`config.mk`:
```
export PLATFORM = sky130hd
export DESIGN_NAME = fetch_redirect_ctrl_flat
export DESIGN_NICKNAME = d
export VERILOG_FILES = /design/src/rtl/fetch_redirect_ctrl_if.sv /design/src/rtl/fetch_redirect_ctrl.sv /design/src/flat_wrapper.sv
export SDC_FILE = /design/constraint.sdc
export NUM_CORES = 1
export LEC_CHECK = 0
export BUFFER_PORTS_ARGS = -buffer_cell sky130_fd_sc_hd__buf_4
export CORE_UTILIZATION = 40
export CTS_CLUSTER_DIAMETER = 150
export DETAILED_ROUTE_END_ITERATION = 10
export PLACE_DENSITY = 0.68
export SLEW_MARGIN = 20
export SYNTH_ARGS = -nofsm -noshare
export SYNTH_HDL_FRONTEND = slang
export SYNTH_SLANG_ARGS = --single-unit
```
`constraint.sdc`:
```
create_clock -name clk -period 5.2 [get_ports clk]
set_input_delay 1.04 -clock clk [delete_from_list [all_inputs] [get_ports clk]]
set_output_delay 1.04 -clock clk [all_outputs]
set_load 0.005 [all_outputs]
```
`src/rtl/fetch_redirect_ctrl_if.sv`:
```
// rtl/fetch_redirect_ctrl_if.sv - request and IF-control bundle between hazard/branch logic and the fetch controller
interface fetch_redirect_ctrl_if #(
    parameter int CNT_W = 16
);
    logic             jal_req;
    logic [31:0]      jal_target;
    logic             br_req;
    logic [31:0]      br_target;
    logic             ld_use_hazard;
    logic             fetch_en;
    logic             control_j;
    logic [31:0]      pc_j;
    logic             flush_ifid;
    logic             flush_idex;
    logic             stall_ifid;
    logic             misalign_err;
    logic [1:0]       ctrl_state;
    logic [CNT_W-1:0] redirect_cnt;
    logic [CNT_W-1:0] stall_cnt;

    modport master (
        output jal_req, jal_target, br_req, br_target, ld_use_hazard,
        input  fetch_en, control_j, pc_j, flush_ifid, flush_idex, stall_ifid,
               misalign_err, ctrl_state, redirect_cnt, stall_cnt
    );

    modport slave (
        input  jal_req, jal_target, br_req, br_target, ld_use_hazard,
        output fetch_en, control_j, pc_j, flush_ifid, flush_idex, stall_ifid,
               misalign_err, ctrl_state, redirect_cnt, stall_cnt
    );
endinterface

```
`src/rtl/fetch_redirect_ctrl.sv`:
```
// rtl/fetch_redirect_ctrl.sv - IF-stage sequencer: boot delay, launch, JAL/branch redirect arbitration, stalls
module fetch_redirect_ctrl #(
    parameter logic [31:0] RESET_PC    = 32'd64,
    parameter int          BOOT_CYCLES = 4,
    parameter int          CNT_W       = 16
) (
    input  logic                 clk,
    input  logic                 reset,
    fetch_redirect_ctrl_if.slave bus
);

    localparam int BW = (BOOT_CYCLES > 1) ? $clog2(BOOT_CYCLES) : 1;
    localparam logic [BW-1:0] BOOT_LAST = BW'(BOOT_CYCLES - 1);

    typedef enum logic [1:0] {
        ST_BOOT   = 2'd0,
        ST_LAUNCH = 2'd1,
        ST_RUN    = 2'd2,
        ST_REDIR  = 2'd3
    } state_t;

    state_t           state_q, state_d;
    logic [BW-1:0]    boot_cnt_q, boot_cnt_d;
    logic             redir_br_q, redir_br_d;
    logic             fetch_en_q, fetch_en_d;
    logic             control_j_q, control_j_d;
    logic [31:0]      pc_j_q, pc_j_d;
    logic             flush_ifid_q, flush_ifid_d;
    logic             flush_idex_q, flush_idex_d;
    logic             stall_ifid_q, stall_ifid_d;
    logic             misalign_q, misalign_d;
    logic [CNT_W-1:0] redirect_cnt_q, redirect_cnt_d;
    logic [CNT_W-1:0] stall_cnt_q, stall_cnt_d;

    logic             take_br;
    logic             take_jal;
    logic [31:0]      target;

    always_ff @(posedge clk or posedge reset) begin
        if (reset) begin
            state_q        <= ST_BOOT;
            boot_cnt_q     <= '0;
            redir_br_q     <= 1'b0;
            fetch_en_q     <= 1'b0;
            control_j_q    <= 1'b0;
            pc_j_q         <= '0;
            flush_ifid_q   <= 1'b0;
            flush_idex_q   <= 1'b0;
            stall_ifid_q   <= 1'b0;
            misalign_q     <= 1'b0;
            redirect_cnt_q <= '0;
            stall_cnt_q    <= '0;
        end else begin
            state_q        <= state_d;
            boot_cnt_q     <= boot_cnt_d;
            redir_br_q     <= redir_br_d;
            fetch_en_q     <= fetch_en_d;
            control_j_q    <= control_j_d;
            pc_j_q         <= pc_j_d;
            flush_ifid_q   <= flush_ifid_d;
            flush_idex_q   <= flush_idex_d;
            stall_ifid_q   <= stall_ifid_d;
            misalign_q     <= misalign_d;
            redirect_cnt_q <= redirect_cnt_d;
            stall_cnt_q    <= stall_cnt_d;
        end
    end

    always_comb begin
        state_d        = state_q;
        boot_cnt_d     = boot_cnt_q;
        redir_br_d     = redir_br_q;
        fetch_en_d     = 1'b1;
        control_j_d    = 1'b0;
        pc_j_d         = pc_j_q;
        flush_ifid_d   = 1'b0;
        flush_idex_d   = 1'b0;
        stall_ifid_d   = 1'b0;
        misalign_d     = misalign_q;
        redirect_cnt_d = redirect_cnt_q;
        stall_cnt_d    = stall_cnt_q;
        take_br        = 1'b0;
        take_jal       = 1'b0;

        case (state_q)
            ST_BOOT: begin
                fetch_en_d = 1'b0;
                if (boot_cnt_q == BOOT_LAST) begin
                    state_d     = ST_LAUNCH;
                    control_j_d = 1'b1;
                    pc_j_d      = {RESET_PC[31:2], 2'b00};
                    fetch_en_d  = 1'b1;
                end else begin
                    boot_cnt_d = boot_cnt_q + 1'b1;
                end
            end
            ST_LAUNCH: begin
                state_d = ST_RUN;
            end
            ST_RUN: begin
                if (bus.br_req) begin
                    take_br = 1'b1;
                end else if (bus.jal_req) begin
                    take_jal = 1'b1;
                end else if (bus.ld_use_hazard) begin
                    fetch_en_d   = 1'b0;
                    stall_ifid_d = 1'b1;
                    flush_idex_d = 1'b1;
                    if (stall_cnt_q != {CNT_W{1'b1}}) stall_cnt_d = stall_cnt_q + 1'b1;
                end
            end
            ST_REDIR: begin
                // A branch in EX is older than a JAL already redirected from ID, so it still wins.
                if (bus.br_req && !redir_br_q) take_br = 1'b1;
                else                           state_d = ST_RUN;
            end
            default: state_d = ST_BOOT;
        endcase

        target = take_br ? bus.br_target : bus.jal_target;
        if (take_br || take_jal) begin
            state_d      = ST_REDIR;
            redir_br_d   = take_br;
            control_j_d  = 1'b1;
            pc_j_d       = {target[31:2], 2'b00};
            flush_ifid_d = 1'b1;
            flush_idex_d = take_br;
            if (target[1:0] != 2'b00) misalign_d = 1'b1;
            if (redirect_cnt_q != {CNT_W{1'b1}}) redirect_cnt_d = redirect_cnt_q + 1'b1;
        end
    end

    assign bus.fetch_en     = fetch_en_q;
    assign bus.control_j    = control_j_q;
    assign bus.pc_j         = pc_j_q;
    assign bus.flush_ifid   = flush_ifid_q;
    assign bus.flush_idex   = flush_idex_q;
    assign bus.stall_ifid   = stall_ifid_q;
    assign bus.misalign_err = misalign_q;
    assign bus.ctrl_state   = state_q;
    assign bus.redirect_cnt = redirect_cnt_q;
    assign bus.stall_cnt    = stall_cnt_q;

endmodule

```
`src/flat_wrapper.sv`:
```
// flat-port wrapper written by rule: the top's interface ports become plain ports
module fetch_redirect_ctrl_flat 
#(
    parameter logic [31:0] RESET_PC    = 32'd64,
    parameter int          BOOT_CYCLES = 4,
    parameter int          CNT_W       = 16
)
  (clk, reset, bus_jal_req, bus_jal_target, bus_br_req, bus_br_target, bus_ld_use_hazard, bus_fetch_en, bus_control_j, bus_pc_j, bus_flush_ifid, bus_flush_idex, bus_stall_ifid, bus_misalign_err, bus_ctrl_state, bus_redirect_cnt, bus_stall_cnt);
  fetch_redirect_ctrl_if #(.CNT_W(CNT_W)) bus_i ();
  input  logic clk;
  input  logic reset;
  input wire logic [$bits(bus_i.jal_req)-1:0] bus_jal_req;
  input wire logic [$bits(bus_i.jal_target)-1:0] bus_jal_target;
  input wire logic [$bits(bus_i.br_req)-1:0] bus_br_req;
  input wire logic [$bits(bus_i.br_target)-1:0] bus_br_target;
  input wire logic [$bits(bus_i.ld_use_hazard)-1:0] bus_ld_use_hazard;
  output wire logic [$bits(bus_i.fetch_en)-1:0] bus_fetch_en;
  output wire logic [$bits(bus_i.control_j)-1:0] bus_control_j;
  output wire logic [$bits(bus_i.pc_j)-1:0] bus_pc_j;
  output wire logic [$bits(bus_i.flush_ifid)-1:0] bus_flush_ifid;
  output wire logic [$bits(bus_i.flush_idex)-1:0] bus_flush_idex;
  output wire logic [$bits(bus_i.stall_ifid)-1:0] bus_stall_ifid;
  output wire logic [$bits(bus_i.misalign_err)-1:0] bus_misalign_err;
  output wire logic [$bits(bus_i.ctrl_state)-1:0] bus_ctrl_state;
  output wire logic [$bits(bus_i.redirect_cnt)-1:0] bus_redirect_cnt;
  output wire logic [$bits(bus_i.stall_cnt)-1:0] bus_stall_cnt;
  assign bus_i.jal_req = bus_jal_req;
  assign bus_i.jal_target = bus_jal_target;
  assign bus_i.br_req = bus_br_req;
  assign bus_i.br_target = bus_br_target;
  assign bus_i.ld_use_hazard = bus_ld_use_hazard;
  assign bus_fetch_en = bus_i.fetch_en;
  assign bus_control_j = bus_i.control_j;
  assign bus_pc_j = bus_i.pc_j;
  assign bus_flush_ifid = bus_i.flush_ifid;
  assign bus_flush_idex = bus_i.flush_idex;
  assign bus_stall_ifid = bus_i.stall_ifid;
  assign bus_misalign_err = bus_i.misalign_err;
  assign bus_ctrl_state = bus_i.ctrl_state;
  assign bus_redirect_cnt = bus_i.redirect_cnt;
  assign bus_stall_cnt = bus_i.stall_cnt;
  fetch_redirect_ctrl #(.RESET_PC(RESET_PC), .BOOT_CYCLES(BOOT_CYCLES), .CNT_W(CNT_W)) u_core (.clk(clk), .reset(reset), .bus(bus_i));
endmodule
```
Word-level counts from Yosys, hierarchy flattened
Index checks and enable logic that the tools add are counted.

operators by class
  bitwise gates (word level) = 3
  mux-type cells = 27
  add/subtract/negate cells = 3
  equality and inequality tests = 8
  reductions and logical operators = 14

operator list
  kind                     count
  $mux W32                 4
  $add A16 B1 Y16 const B  2
  $ne A16 B16 Y1 const B   2
  $mux W1                  17
  $reduce_and A2 Y1        4
  $eq A2 B2 Y1 const B     3
  $mux W2                  3
  $pmux W2 S3              1
  $reduce_bool A2 Y1       3
  $reduce_and A5 Y1        1
  $pmux W1 S2              2
  $reduce_bool A4 Y1       1
  $ne A3 B1 Y1 const B     1
  $ne A3 B3 Y1 const B     1
  $not A1 Y1               3
  $reduce_and A3 Y1        1
  $add A2 B1 Y2 const B    1
  $eq A2 B1 Y1 const B     1
  $logic_not A2 Y1         1
  $logic_and A1 B1 Y1      1
  $logic_not A1 Y1         1
  $logic_or A1 B1 Y1       1

word-level totals
  input port bits = 69
  flip-flop bits (word level) = 75
  output and inout bits = 72

Depth between registers and ports, before layout
  depth in word-level cells = 7
  gate-level depth with buffers = 9
  mapped depth without buffers = 7

Worst setup path after synthesis
Ideal clock, no wire load.

  path kind = input -> register
  start point = input port bus_br_req
  end point = register u_core.redirect_cnt_q[11] (netlist: u_core.bus.redirect_cnt[11])
  stages = 7
  slack = 2.908 ns
  buffers on the path = 3
  arrival = 2.167 ns
  cell sequence = buf_6 and3b_1 buf_6 nor3_4 buf_6 nor3_1 mux2_2

between the ends
  word-level cells in the longest chain between the ends = 5
  elaborated cells on any way between the ends = 8

ends and longest elaborated chain
  element                        line                        source
  from (decl)                    flat_wrapper.sv:14          input wire logic [$bits(bus_i.br_req)-1:0] bus_br_req;
  $logic_and A1 B1 Y1            fetch_redirect_ctrl.sv:114  if (bus.br_req && !redir_br_q) take_br = 1'b1;
  $mux W1                        fetch_redirect_ctrl.sv:114
  $pmux W1 S2                    fetch_redirect_ctrl.sv:85   case (state_q)
  $logic_or A1 B1 Y1 *           fetch_redirect_ctrl.sv:121  if (take_br || take_jal) begin
  $reduce_and A2 Y1 (no line) *  -
  to (signal assigned)           fetch_redirect_ctrl.sv:64   redirect_cnt_q <= redirect_cnt_d;
  to (decl)                      fetch_redirect_ctrl.sv:32   logic [CNT_W-1:0] redirect_cnt_q, redirect_cnt_d;

Mark *: on every way between the ends. The rest lies on a longest branch, timed or not.
A chain may end at the register's enable or synchronous reset.

Worst setup path after layout
  start point = register u_core.state_q[0] (netlist: u_core.bus.ctrl_state[0])
  end point = register u_core.redirect_cnt_q[15] (netlist: u_core.bus.redirect_cnt[15])

between the ends
  word-level cells in the longest chain between the ends = 4
  elaborated cells on any way between the ends = 6

ends and longest elaborated chain
  element                                        line                        source
  from (decl)                                    fetch_redirect_ctrl.sv:22   state_t state_q, state_d;
  from (signal assigned)                         fetch_redirect_ctrl.sv:54   state_q <= state_d;
  $eq A2 B2 Y1                                   fetch_redirect_ctrl.sv:85
  $pmux W1 S2 / $mux W1 (equally long branches)  fetch_redirect_ctrl.sv:85
  $logic_or A1 B1 Y1 *                           fetch_redirect_ctrl.sv:121
  $reduce_and A2 Y1 (no line) *                  -

Marks and branches as above.

==> flow_metrics.env <==
export IMPL_cts_buffer_depth=2
export IMPL_yosysWarnings=0
export IMPL_max_freq_ghz=0.424
export IMPL_post_cts_buffers=0
export IMPL_p_sw_mw=0.735
export IMPL_drcViolationCount=0
export IMPL_dr_pass1_iters=4
export IMPL_fin_crit_ps=2360
export IMPL_syn_area_um2=3560
export IMPL_ant_nets=0
export IMPL_status="finished, final reports clean"
export IMPL_yosysMostFrequentCell="dfrtp_1"
export IMPL_ys_ff_latch=73
export IMPL_antenna_found_initial=0
export IMPL_dieArea_um2=9280
export IMPL_setup_viol=0
export IMPL_maxCapViolCount=0
export IMPL_ctsHtreeMaxLevel=3
export IMPL_first_global_vias=2720
export IMPL_grt_pass1_wl_um=13200
export IMPL_cts_repair_resized=0
export IMPL_io_pins=141
export IMPL_hpwl_um=6220
export IMPL_core_area_um2=8680
export IMPL_fillers=775
export IMPL_crit_fanout=32
export IMPL_clkPwrFrac_pct=23.2
export IMPL_p_leak_nw=2.48
export IMPL_wl_per_cell_um=14.5
export IMPL_holdWs_ps=468
export IMPL_numCtsBuffers=9
export IMPL_cp_num_cells=7
export IMPL_worstPathCellList="inv_1, ha_1, and3b_1, buf_4, nor3_4, nor4_1, mux2_2"
export IMPL_rr_worst_depth=7
export IMPL_combPwrFrac_pct=37.8
export IMPL_final_setup_tns_ps=0
export IMPL_sw_frac_of_total_pct=33.9
export IMPL_min_path_type="reg2reg"
export IMPL_grt_overflow=0
export IMPL_drt_iter0_markers=96
export IMPL_syn_avg_cell_area_um2=10.5
export IMPL_cp_num_buf_inv=2
export IMPL_n_antenna_cell=0
export IMPL_die_x_um=96.4
export IMPL_cts_tree="yes"
export IMPL_routed_wl_um=8550
export IMPL_slew_viol_final=0
export IMPL_gp_congestion=0.827
export IMPL_fin_worst_skew_ps=11.0
export IMPL_yosys_area_top_type="dfrtp_1"
export IMPL_worstSetupPathType="reg2reg"
export IMPL_crit_path_max_incr_delay_ps=430
export IMPL_drive_above_1_share_pct=36.9
export IMPL_rsz0062_at_grt="false"
export IMPL_synthArstFlopShare_pct=100
export IMPL_root_buffer="clkbuf_8"
export IMPL_worst_ep_required_time_ps=5430
export IMPL_clk_pin_slew_ps=70
export IMPL_track_usage_pct=18.6
export IMPL_timing_final_crit_share_pct=45.4
export IMPL_synth_common_cells="dfrtp_1 (73), nand2_1 (71), a22oi_1 (30)"
export IMPL_crit_start="u_core.bus.ctrl_state[0]$_DFFE_PP0P_"
export IMPL_vias=3037
export IMPL_ir_drop_v=0.000281
export IMPL_max_slew_margin_rel_pct=46.4
export IMPL_cts_hold_buffers=0
export IMPL_startpoint_type="flop"
export IMPL_synth_main_ff_cell="dfrtp_1"
export IMPL_r2r_start="u_core.bus.ctrl_state[0]$_DFFE_PP0P_"
export IMPL_numClockSinks=73
export IMPL_r2r_slack_ps=2840
export IMPL_fin_area_um2=4880
export IMPL_grt_max_degree=39
export IMPL_placed_cell_area_um2=4650
export IMPL_pre_cts_slack_ps=2480
export IMPL_rows=34
export IMPL_initial_utilization_pct=41.0
export IMPL_crit_family="simple AND/OR/NAND/NOR gates"
export IMPL_tightest_slew_ps=802
export IMPL_endpoint="u_core.bus.redirect_cnt[15]$_DFFE_PP0P_"
export IMPL_critPathArrivalTime_ps=2590
export IMPL_p_per_area_nw_per_um2=444
export IMPL_viasPerCell=5.16
export IMPL_die_h_um=96.4
export IMPL_fin_nets=553
export IMPL_hold_viol=0
export IMPL_ys_seq_area_share_pct=51.3
export IMPL_synthDistinctLibCells=47
export IMPL_p_int_mw=1.44
export IMPL_clock_latency_ps=340
export IMPL_synthTopCellsByArea="dfrtp_1 (51%), nand2_1 (7.5%), a22oi_1 (6.3%)"
export IMPL_syn_inst=340
export IMPL_end_kind="flop"
export IMPL_synth_edff_count=0
export IMPL_slowest_stage="dfrtp_1"
export IMPL_rr_endpoint="u_core.bus.redirect_cnt[15]$_DFFE_PP0P_"
export IMPL_io_buffers=138
export IMPL_syn_to_final_growth_pct=37.1
export IMPL_synth_top_area_share_pct=51.3
export IMPL_pwr_share_seq_pct=39.0
export IMPL_timing_final_ws_setup_ps=2840
## worst min-delay path by stage
stage	startpoint	endpoint	cells past startpoint
after CTS	u_core.bus.pc_j[22]$_DFFE_PP0P_	u_core.bus.pc_j[22]$_DFFE_PP0P_	2
after detailed placement	u_core.bus.pc_j[22]$_DFFE_PP0P_	u_core.bus.pc_j[22]$_DFFE_PP0P_	2
after global routing	u_core.bus.pc_j[22]$_DFFE_PP0P_	u_core.bus.pc_j[22]$_DFFE_PP0P_	2
after floorplan	u_core.boot_cnt_q[0]$_DFFE_PP0P_	u_core.boot_cnt_q[0]$_DFFE_PP0P_	1
after global placement	u_core.bus.pc_j[11]$_DFFE_PP0P_	u_core.bus.pc_j[11]$_DFFE_PP0P_	2
final	u_core.bus.pc_j[22]$_DFFE_PP0P_	u_core.bus.pc_j[22]$_DFFE_PP0P_	2
## cell families after synthesis
logic type	Yosys count	share of synthesized area [%]
AO/OA/AOI/OAI	56	11.1
adder cells (fa/ha/maj)	9	3.16
AND/OR/NAND/NOR	144	22.3
XOR/XNOR	23	5.66
multiplexers	8	2.53
other	1	0.105
buffers and inverters	26	3.76
flip-flops	73	51.3
## placed cells by master, fill, tap and decap left out, types with 7 or more instances in the layout
cell / n
buf_4: 140
mux2_2: 8
nor2_1: 12
clkbuf_8: 11
o21ai_0: 8
xor2_1: 9
nand4_1: 11
nand2_1: 70
a22oi_1: 30
inv_1: 7
nand3_1: 9
dfrtp_1: 73
xnor2_1: 14
ha_1: 9
## state kept, by name, summed over array words and instances (netlist names), 2 cells and up
name                     count
u_core.boot_cnt_q            2
u_core.bus.stall_cnt        16
u_core.bus.pc_j             30
u_core.bus.redirect_cnt     16
u_core.bus.ctrl_state        2
## layout make-up
class / count / area, um2 / area share, %
Tap cell: 108 / 135 / 2.77
Clock buffer: 11 / 151 / 3.10
Sequential cell: 73 / 1830 / 37.4
Timing Repair Buffer: 140 / 1050 / 21.5
Multi-Input combinational cell: 242 / 1610 / 32.9
Inverter: 9 / 33.8 / 0.692
Clock inverter: 5 / 77.6 / 1.59
## metrics by stage
stage	util, %	cells	power, mW
floorplan	-	341	1.31
finish	56.3	588	2.17
global placement	53.6	572	1.66
detailed placement	53.6	572	1.68
global route	56.3	588	2.34
CTS	56.2	588	2.20
## worst reg2reg max path: stages, from the launching register on
cell and delay, ps:
dfrtp_1 430, inv_1 150, ha_1 290, and3b_1 190, buf_4 340, nor3_4 150
nor4_1 340, mux2_2 370
## power groups by stage
stage | clock network, mW | registers (mW) | logic, mW
final | 0.503 | 0.847 | 0.820
after global routing | 0.543 | 0.870 | 0.932
after CTS | 0.518 | 0.847 | 0.830
after detailed placement | 0 | 0.857 | 0.827
after global placement | 0 | 0.853 | 0.805
after floorplan | 0 | 0.859 | 0.450
## routing by layer
layer | vias to the layer above | wire length, um | GRT usage, %
met2 | 77 | 4240 | 30.0
met4 | 0 | 104 | 7.23
met1 | 1475 | 3840 | 24.9
met3 | 9 | 372 | 3.08
li1 | 1476 | - | -
met5 | - | 0 | 0
Power figures use the tool's default switching activity.
